--- src/rtl/register_file_mp.sv ---
// rtl/register_file_mp.sv - multi-port register file with write bypass and pending scoreboard
// Three combinational read ports, two write ports (port 1 wins on address conflict).
module register_file_mp #(
    parameter int  DW       = 32,
    parameter int  DEPTH    = 32,
    parameter bit  ZERO_REG = 1'b1,
    parameter bit  BYPASS   = 1'b1,
    localparam int AW       = $clog2(DEPTH)
) (
    input  logic          CLK,
    input  logic          Reset,
    input  logic          RegWre0,
    input  logic [AW-1:0] WriteReg0,
    input  logic [DW-1:0] WriteData0,
    input  logic          RegWre1,
    input  logic [AW-1:0] WriteReg1,
    input  logic [DW-1:0] WriteData1,
    input  logic [AW-1:0] ReadReg1,
    input  logic [AW-1:0] ReadReg2,
    input  logic [AW-1:0] ReadReg3,
    output logic [DW-1:0] ReadData1,
    output logic [DW-1:0] ReadData2,
    output logic [DW-1:0] ReadData3,
    input  logic          PendSet,
    input  logic [AW-1:0] PendReg,
    output logic          Busy1,
    output logic          Busy2,
    output logic          Busy3
);

    logic [DW-1:0]    regs_q [DEPTH];
    logic [DW-1:0]    regs_d [DEPTH];
    logic [DEPTH-1:0] pend_q;
    logic [DEPTH-1:0] pend_d;

    logic wr0_ok;
    logic wr1_ok;
    logic pset_ok;

    // Address is usable for storage: inside the array and not the hardwired zero register.
    function automatic logic addr_ok(input logic [AW-1:0] a);
        return ({{(32-AW){1'b0}}, a} < 32'(DEPTH)) && !(ZERO_REG && (a == '0));
    endfunction

    assign wr0_ok  = RegWre0 && addr_ok(WriteReg0);
    assign wr1_ok  = RegWre1 && addr_ok(WriteReg1);
    assign pset_ok = PendSet && addr_ok(PendReg);

    // Port 1 is applied after port 0 so it wins; pending set is applied last so a new producer wins.
    always_comb begin
        regs_d = regs_q;
        pend_d = pend_q;
        if (wr0_ok) begin
            regs_d[WriteReg0] = WriteData0;
            pend_d[WriteReg0] = 1'b0;
        end
        if (wr1_ok) begin
            regs_d[WriteReg1] = WriteData1;
            pend_d[WriteReg1] = 1'b0;
        end
        if (pset_ok) begin
            pend_d[PendReg] = 1'b1;
        end
    end

    always_ff @(posedge CLK or posedge Reset) begin
        if (Reset) begin
            for (int i = 0; i < DEPTH; i++) begin
                regs_q[i] <= '0;
            end
            pend_q <= '0;
        end else begin
            regs_q <= regs_d;
            pend_q <= pend_d;
        end
    end

    logic [AW-1:0] raddr [3];
    logic [DW-1:0] rdata [3];
    logic          rbusy [3];

    assign raddr[0] = ReadReg1;
    assign raddr[1] = ReadReg2;
    assign raddr[2] = ReadReg3;

    always_comb begin
        for (int k = 0; k < 3; k++) begin
            rdata[k] = '0;
            rbusy[k] = 1'b0;
            if (!Reset && addr_ok(raddr[k])) begin
                if (BYPASS && wr1_ok && (WriteReg1 == raddr[k])) begin
                    rdata[k] = WriteData1;
                end else if (BYPASS && wr0_ok && (WriteReg0 == raddr[k])) begin
                    rdata[k] = WriteData0;
                end else begin
                    rdata[k] = regs_q[raddr[k]];
                    rbusy[k] = pend_q[raddr[k]];
                end
            end
        end
    end

    assign ReadData1 = rdata[0];
    assign ReadData2 = rdata[1];
    assign ReadData3 = rdata[2];
    assign Busy1     = rbusy[0];
    assign Busy2     = rbusy[1];
    assign Busy3     = rbusy[2];

endmodule
--- config.mk ---
export PLATFORM = sky130hd
export DESIGN_NAME = register_file_mp
export DESIGN_NICKNAME = d
export VERILOG_FILES = /design/src/rtl/register_file_mp.sv
export SDC_FILE = /design/constraint.sdc
export NUM_CORES = 2
export LEC_CHECK = 0
export BUFFER_PORTS_ARGS = -buffer_cell sky130_fd_sc_hd__clkbuf_2
export CORE_MARGIN = 2
export CORE_UTILIZATION = 40
export DETAILED_ROUTE_END_ITERATION = 16
export SETUP_SLACK_MARGIN = 0.1
export SLEW_MARGIN = 20
export SYNTH_ARGS = -nofsm -noshare
export SYNTH_HDL_FRONTEND = slang
export SYNTH_SLANG_ARGS = --single-unit
--- constraint.sdc ---
create_clock -name CLK -period 122.3 [get_ports CLK]
set_clock_uncertainty 0.15 [all_clocks]
set_input_delay 24.46 -clock CLK [delete_from_list [all_inputs] [get_ports CLK]]
set_output_delay 24.46 -clock CLK [all_outputs]
set_load 0.05 [all_outputs]
==> results.md <==
* Outcome: finished, final reports clean
* Total negative slack at 0 ns
* Total power at roughly 1.3 mW
* Overflow after GRT at 0
* Worst path arrival time at roughly 30 ns
* Ys Warns at 0
* Pins Over Slew Limit at 0
* CTS tree: done
* Maxcap violations at 0
* Most frequent cells after synthesis: mux2i_1 (1988), dfrtp_1 (1056), nand2_1 (894)
* DIE AREA at 0.1961 mm²
* Synth Area in XOR/XNOR at 0.003411
* Syn avg cell area at 9.157 µm²
* Cell variety after synth at 66
* Startpoint types: primary input
* Setup Buffers After CTS at 0
* DRT Pass-1 Iters at 10
* Count of final setup violators at 0
* Slew @ Worst Pin at 1.363 ns
* Largest family of logic cells by synthesized area: multiplexers
* Max Root-Sink Buffers at 3
* PostCTS Resize Cnt at 0
* Post-Syn Instances at 8413
* Area growth, synth to finish at 7.476%
* Fmax at about 18 MHz
* Reg2reg setup slack at around 120 ns
* Dpl hpwl at between 200000 and 250000 µm
* Share of layout cells above drive strength 1 at 0.1226
* Vias at 72350
* First-pass GRT wire length at 517900 µm
* Leakage at 37.24 nW
* # DRC at 0
* Core Region at 0.1920 mm²
* Die Ht at 442.9 µm
* Clk slew on worst S/H paths at 0.06 ns
* Worst hold-check path type: reg2reg
* Routability cong. at 0.9800
* Synthesized area at 0.07704 mm²
* Port bufs at 197
* Pwr/cell area at 15.86 mW/mm²
* CP endpoint kind: output pin
* Synth area leaders: dfrtp_1 (34%), mux2i_1 (26%), mux4_2 (6.9%), a21oi_1 (4.6%), nand2_1 (4.4%)
* Largest net degree at the start of global routing at 141
* Syn nets at 8512
* RSZ-0062 raised after global routing: no
* Max_slew headroom at 0.09105
* Wire per inst at 35.25 µm
* Ports at between 150 and 200
* Die W at 442.9 µm
* Seq/Total Area, Yosys at 0.3430
* H-tree levels at 3
* Crit path kind: in2out
* Tcrit/Tclk final at 0.4467
* Most frequent cell after synthesis: mux2i_1
* Min Hold Slack at 0.2653 ns
* Hold-fix buffers, CTS at 0
* Layout Utilization at 0.4313
* Post-synthesis compound-gate area fraction at 0.1460
* Worst-path maximum fanout at 87
* Overall routed net length at 370400 µm
* Row count at approximately 160
* Root Buffer: clkbuf_16
* Largest area contributor in the netlist: dfrtp_1
* Met1 Use GR at 0.4386
* Hold Vio Cnt, Final at 0
* Starting Density at 0.4013
* Main synth FF type: dfrtp_1
* Grt met3 use at 0.1395
* GRT Resource Usage Total at 0.3634
* Initial antenna violation count at 31
* Min Tclk post-route at 54.64 ns
* Fin nets at 7965
* Via density at 6.884
* Critical Path RT at 97.69 ns
* Worst-Skew Late Latency at 0.76 ns
* Synth Register Bits at 1056
* Iter 0 DRT Violations at 11640
* Async SR Flop Fraction at 1.000
* Post-synth EDFFs at 0
* Post-synthesis mux area share at 0.3369
* Clk sinks at 1056
* TritonCTS Buffers at 120
* Simple-gate share of the synthesized area at 0.1097
* Met2 Usage GRT at 0.5113
* Yosys top cell area share at 0.3430
* Antenna viol nets, final at 0
* Max VDD drop at between 10 and 15 µV
* Vias in the first global route at 68000
* Most Crowded Layer GR: met2
* Post-Synth Adder-Cell Area at 0
## critical path, stage by stage
cell and delay [ns]:
buf_8 0.60, buf_4 0.92, buf_4 0.94, buf_4 0.82, mux2_2 0.29, nand2_1 0.06
o21ai_0 0.11, nor4_1 0.07, a31oi_1 0.72, a22o_1 0.36, clkbuf_2 0.32
## cell families after synthesis
logic type / after synthesis
flops: 1056
buf+inv: 1054
xor+xnor: 30
compound gates: 2010
mux: 2290
simple gates: 1973
## report_power, final
group	internal (mW)	total, mW	switching, mW
sequential	0.440	0.541	0.102
combinational	0.167	0.382	0.215
clock	0.225	0.390	0.165
total	0.832	1.31	0.481
## metrics by stage
step / instances / area, µm² / worst slack (ns)
after global routing: 10490 / 82760 / 67.80
final: 10510 / 82800 / 67.66
after floorplan: 8413 / 77040 / 45.15
after detailed placement: 10270 / 78550 / 68.13
after CTS: 10480 / 82670 / 68.11
after global placement: 10270 / 78550 / 68.12
## cells in the final DEF, fill, tap and decap left out, types with 6 or more instances in the layout
master,instances
nor3b_1,11
a22o_1,31
inv_1,16
nor3_1,66
nand2_4,29
dfrtp_1,1056
bufinv_16,11
buf_4,167
xor2_1,12
diode_2,23
nand4_1,10
clkbuf_16,123
nor2_1,638
a21oi_1,705
o21ai_1,71
clkbuf_1,24
nor4_1,63
nor2b_1,69
nand4b_1,7
o22ai_1,312
mux4_2,236
xnor2_1,18
a31oi_1,116
clkbuf_2,188
clkinv_2,18
o21ai_0,586
mux2i_1,1988
mux2_2,66
nand2_1,862
clkbuf_8,31
nand3_1,70
a32o_1,18
nor2_4,30
a22oi_1,94
a211oi_1,61
nand2b_1,6
and3_1,41
## state kept, by name, indices dropped and copies added (netlist names)
register	count
pend_q	32
regs_q	1024
## metal layers
metal	part of all wire	vias up	routed length, µm
met4	0.095	35	35200
met5	0.0010	-	375
li1	-	29330	-
met3	0.14	1905	51980
met2	0.41	6124	152200
met1	0.35	34950	130700
## layout make-up
cell class	count	area (µm²)
Timing Repair Buffer	366	2381
Fill cell	18350	109200
Antenna cell	23	57.56
Tap cell	2526	3161
Clock buffer	178	3595
Clock inverter	38	526.8
Sequential cell	1056	26430
Multi-Input combinational cell	6303	46570
Inverter	19	78.83
## worst paths after layout
check | startpoint | to | depth (start not counted)
min reg2reg | regs_q[1005]$_DFF_PP0_ | regs_q[1005]$_DFF_PP0_ | 0
max reg2reg | regs_q[134]$_DFF_PP0_ | regs_q[134]$_DFF_PP0_ | 2
min | regs_q[1005]$_DFF_PP0_ | regs_q[1005]$_DFF_PP0_ | 0
max in group asynchronous | Reset | regs_q[204]$_DFF_PP0_ | 6
max | ReadReg3[2] | ReadData3[21] | 11
min in group asynchronous | Reset | regs_q[827]$_DFF_PP0_ | 2
Note: power is estimated with default switching activity, not from simulation.
